`src/rtl/proc_run_ctrl.sv`:
```
// Reset/run sequencer for the single-cycle RISC-V core: holds the core in reset after start,
// then runs it until halt or cycle-budget expiry, counting run cycles and retired instructions.
module proc_run_ctrl #(
  parameter int unsigned RST_CYCLES = 4,
  parameter int unsigned MAX_CYCLES = 14,
  parameter int unsigned CNT_W      = 32
) (
  input  logic             i_clock,
  input  logic             i_reset,
  input  logic             i_start,
  input  logic             i_halt,
  input  logic             i_retire,
  output logic             o_core_reset_n,
  output logic             o_running,
  output logic             o_done,
  output logic             o_timeout,
  output logic [CNT_W-1:0] o_cycle_count,
  output logic [CNT_W-1:0] o_retire_count
);

  localparam int unsigned HOLD_W = $clog2(RST_CYCLES + 1);

  typedef enum logic [1:0] {
    StIdle,
    StHold,
    StRun,
    StDone
  } state_e;

  state_e              r_state;
  logic [HOLD_W-1:0]   r_hold;
  logic                r_core_reset_n;
  logic                r_running;
  logic                r_done;
  logic                r_timeout;
  logic [CNT_W-1:0]    r_cycle_count;
  logic [CNT_W-1:0]    r_retire_count;

  logic [CNT_W-1:0]    w_cycle_inc;
  logic [CNT_W-1:0]    w_retire_inc;
  logic                w_budget_hit;

  // Saturating increments; the budget is checked against the post-increment cycle count.
  always_comb begin
    w_cycle_inc  = (r_cycle_count == '1) ? r_cycle_count : r_cycle_count + CNT_W'(1);
    w_retire_inc = (r_retire_count == '1) ? r_retire_count : r_retire_count + CNT_W'(1);
    w_budget_hit = (MAX_CYCLES != 0) && (w_cycle_inc == CNT_W'(MAX_CYCLES));
  end

  always_ff @(posedge i_clock or negedge i_reset) begin
    if (!i_reset) begin
      r_state        <= StIdle;
      r_hold         <= '0;
      r_core_reset_n <= 1'b0;
      r_running      <= 1'b0;
      r_done         <= 1'b0;
      r_timeout      <= 1'b0;
      r_cycle_count  <= '0;
      r_retire_count <= '0;
    end else begin
      unique case (r_state)
        StIdle, StDone: begin
          if (i_start) begin
            r_state        <= StHold;
            r_hold         <= '0;
            r_core_reset_n <= 1'b0;
            r_running      <= 1'b0;
            r_done         <= 1'b0;
            r_timeout      <= 1'b0;
            r_cycle_count  <= '0;
            r_retire_count <= '0;
          end
        end
        StHold: begin
          // The start edge is hold edge zero, so release happens RST_CYCLES edges after it.
          if (r_hold == HOLD_W'(RST_CYCLES - 1)) begin
            r_state        <= StRun;
            r_core_reset_n <= 1'b1;
            r_running      <= 1'b1;
          end else begin
            r_hold <= r_hold + HOLD_W'(1);
          end
        end
        StRun: begin
          r_cycle_count <= w_cycle_inc;
          if (i_retire) begin
            r_retire_count <= w_retire_inc;
          end
          if (i_halt || w_budget_hit) begin
            r_state   <= StDone;
            r_running <= 1'b0;
            r_done    <= 1'b1;
            r_timeout <= !i_halt;
          end
        end
        default: begin
          r_state <= StIdle;
        end
      endcase
    end
  end

  assign o_core_reset_n = r_core_reset_n;
  assign o_running      = r_running;
  assign o_done         = r_done;
  assign o_timeout      = r_timeout;
  assign o_cycle_count  = r_cycle_count;
  assign o_retire_count = r_retire_count;

endmodule

```
`config.mk`:
```
export PLATFORM = sky130hd
export DESIGN_NAME = proc_run_ctrl
export DESIGN_NICKNAME = d
export VERILOG_FILES = /design/src/rtl/proc_run_ctrl.sv
export SDC_FILE = /design/constraint.sdc
export NUM_CORES = 1
export LEC_CHECK = 0
export BUFFER_PORTS_ARGS = -buffer_cell sky130_fd_sc_hd__buf_2
export CORE_MARGIN = 2
export CORE_UTILIZATION = 60
export CTS_CLUSTER_DIAMETER = 40
export DETAILED_ROUTE_END_ITERATION = 6
export HOLD_SLACK_MARGIN = 0.08
export PLACE_DENSITY = 0.83
export SLEW_MARGIN = 20
export SYNTH_ARGS = -nofsm -noshare
export SYNTH_HDL_FRONTEND = slang
export SYNTH_SLANG_ARGS = --single-unit
```
`constraint.sdc`:
```
create_clock -name i_clock -period 4.7 [get_ports i_clock]
set_input_delay 0.94 -clock i_clock [delete_from_list [all_inputs] [get_ports i_clock]]
set_output_delay 0.94 -clock i_clock [all_outputs]
set_load 0.01 [all_outputs]
```
==> impl_metrics.yaml <==
clocking:
  insertion_delay_ns: 0.35
  cts_buffers: 9
  cts_sinks: 73
  holdBufCountCts: 0
  cts_tree: "built"
  post_cts_resize_count: 0
  cts-root-buf: "clkbuf_8"
  htree_levels: 3
  cts_buffer_depth: 2
  clk_pin_slew_ns: 0.08
  postCtsSetupRepairBufs: 0
global_routing:
  grt_max_degree: 38
  grt_pass1_wl_mm: 22.16
  antenna_found_initial: 0
  globalRoute.totalOverflow: 0
  first_global_vias: 4538
  grtUsageTotal_pct: 30.90
floorplan:
  row_count: 33
  dieArea_um2: 9012
  start_util_pct: 60.99
  core-area_um2: 8134
  io_pins: 73
  die_h_um: 94.93
  die_width_um: 94.93
synth:
  ys_async_sr_fraction_pct: 100.0
  ys_top_cells_by_area: "dfrtp_1, o21ai_0, nor2_1, xnor2_1, nand2_1"
  synth-warning-count: 0
  synthCells: 601
  synth_area_um2: 4961
  synth_ff_type: "dfrtp_1"
  yosysSeqAreaShare_pct: 36.82
  yosys.area.top_type_share_pct: 36.82
  avgSynthCellArea_um2: 8.255
  synth.largest_area_cell: "dfrtp_1"
  syn_nets: 613
  synth.distinct_cells: 60
  synth_edf_count: 0
  ys_ff_latch: 73
cells_and_area:
  mostFrequentLayoutCells: "dfrtp_1, nor2_1, buf_2, o21ai_0, nand2_1"
  syn_to_final_growth_pct: 10.74
  final_common_cell: "dfrtp_1"
  drive_gt1_share_pct: 17.30
  diodes: 0
  nets: 661
  design_area_um2: 5494
power_and_ir_drop:
  ir_drop_mv: 0.1974
  pwr_density_cell_nw_per_um2: 360.0
  power_mw: 1.978
  leakage_nw: 2.404
route:
  vias: 4910
  ant_nets: 0
  drt_iter0_markers: 403
  via_per_inst: 6.478
  first_pass_iters: 5
  post_drt_wl_per_cell_um: 17.86
  drt_wl_total_mm: 13.54
  drc: 0
timing:
  period_share_pct: 73.03
  whs_ns: 0.5518
  tightestPinTransition_ns: 1.060
  hold_violations: 0
  slew_headroom_pct: 29.24
  finalMaxSlewViolations: 0
  setup_tns_ns: 0
  finClkSkew_ns: 0.008844
  fmax_mhz: 291.3
  setup_viol: 0
  rsz0062_at_grt: "false"
  layout_min_cycle_time_ns: 3.432
place:
  gp_congestion: 0.9027
  port_buffers: 72
  dpl_cell_area_um2: 5295
  dp_hpwl_mm: 9.376
critical_path:
  crit_arrival_ns: 3.67
  endpoint_kind: "flop"
  cp_max_fo: 12
  criticalPathCategory: "reg2reg"
  required_ns: 4.93
  worstSetupStartpointType: "flop"
worst_hold_path:
  min_path_type: "reg2reg"
outcome:
  outcome: "finished, final reports clean"
job:
  max_cap_viol_count: 0
per-stage QoR:
| step | setup slack (ns) | instances | utilization (%) |
|---|---|---|---|
| detailed placement | 1.387 | 743 | 65.10 |
| floorplan | 1.876 | 601 | - |
| CTS | 1.362 | 758 | 67.48 |
| global placement | 1.460 | 743 | 65.10 |
| global route | 1.007 | 758 | 67.54 |
| finish | 1.268 | 758 | 67.54 |
sequential cells by signal, indices dropped and copies added (netlist names):
register and flops:
o_running 1, r_hold 3, r_state 2, o_done 1, o_retire_count 32, o_timeout 1, o_core_reset_n 1, o_cycle_count 32
path summary, 6_finish.rpt:
| path | start | to | slack (ns) | cells after the start |
|---|---|---|---|---|
| max reg2reg | o_cycle_count[22] | r_state[1] | 1.27 | 8 |
| min reg2reg | o_timeout | o_timeout | 0.55 | 2 |
| min | o_timeout | o_timeout | 0.55 | 2 |
| max in group asynchronous | i_reset | o_cycle_count[24] | 3.04 | 2 |
| min in group asynchronous | i_reset | o_retire_count[17] | 0.68 | 1 |
| max | o_cycle_count[22] | r_state[1] | 1.27 | 8 |
worst max-delay path, cell delays in order, from the launching register on:
cell and delay (ns):
dfrtp_1 0.61, nand2_1 0.19, nor3_1 0.60, and3_1 0.56, o21a_1 0.20, o22ai_1 0.12
a2111oi_4 0.53, o21ai_0 0.17, or3_1 0.33
where the power goes:
group | leakage, nW | total [mW] | internal (mW) | switching, mW
sequential | 1.01 | 0.735 | 0.674 | 0.0607
clock | 0.0981 | 0.509 | 0.256 | 0.253
combinational | 1.30 | 0.734 | 0.226 | 0.508
cell families after synthesis:
kind of cell,share of synthesized area (%)
simple gates,31.40
compound gates,17.38
flops,36.82
buf+inv,4.969
xor+xnor,6.860
fa+ha+maj,1.765
mux,0.8071
layer usage:
| layer | vias up | share of wire [%] | GRT usage, % |
|---|---|---|---|
| met5 | - | 0 | 0 |
| met4 | 0 | 1.9 | 11.11 |
| met3 | 23 | 6.9 | 4.549 |
| met2 | 241 | 50 | 52.84 |
| met1 | 2358 | 41 | 39.78 |
| li1 | 2288 | - | - |
cells in the mapped netlist (3+ instances only):
library cell	number
a31oi_1	14
and2_1	3
buf_2	14
o31a_1	3
a41oi_1	4
nor2b_1	3
nor4_4	3
nor3_1	24
and3_1	12
xor2_1	7
nand3_1	33
nor2_1	73
buf_6	3
o21ai_0	62
a22oi_1	3
inv_1	15
nand2_1	59
xnor2_1	30
nor3_2	4
clkbuf_1	21
a21oi_1	26
ha_1	7
and4_1	14
mux2i_1	4
o31ai_1	4
dfrtp_1	73
nand4_1	18
or3_1	8
nor4_1	16
nand4_2	4
area by class of cell:
class	count	area, um^2
well taps	105	131.4
clock inverters	5	56.30
clock buffers	10	137.6
multi-input cells	474	2895
inverters	15	56.30
repair buffers	76	390.4
fillers	683	2640
flip-flops and latches	73	1827
Power figures use the tool's default switching activity.
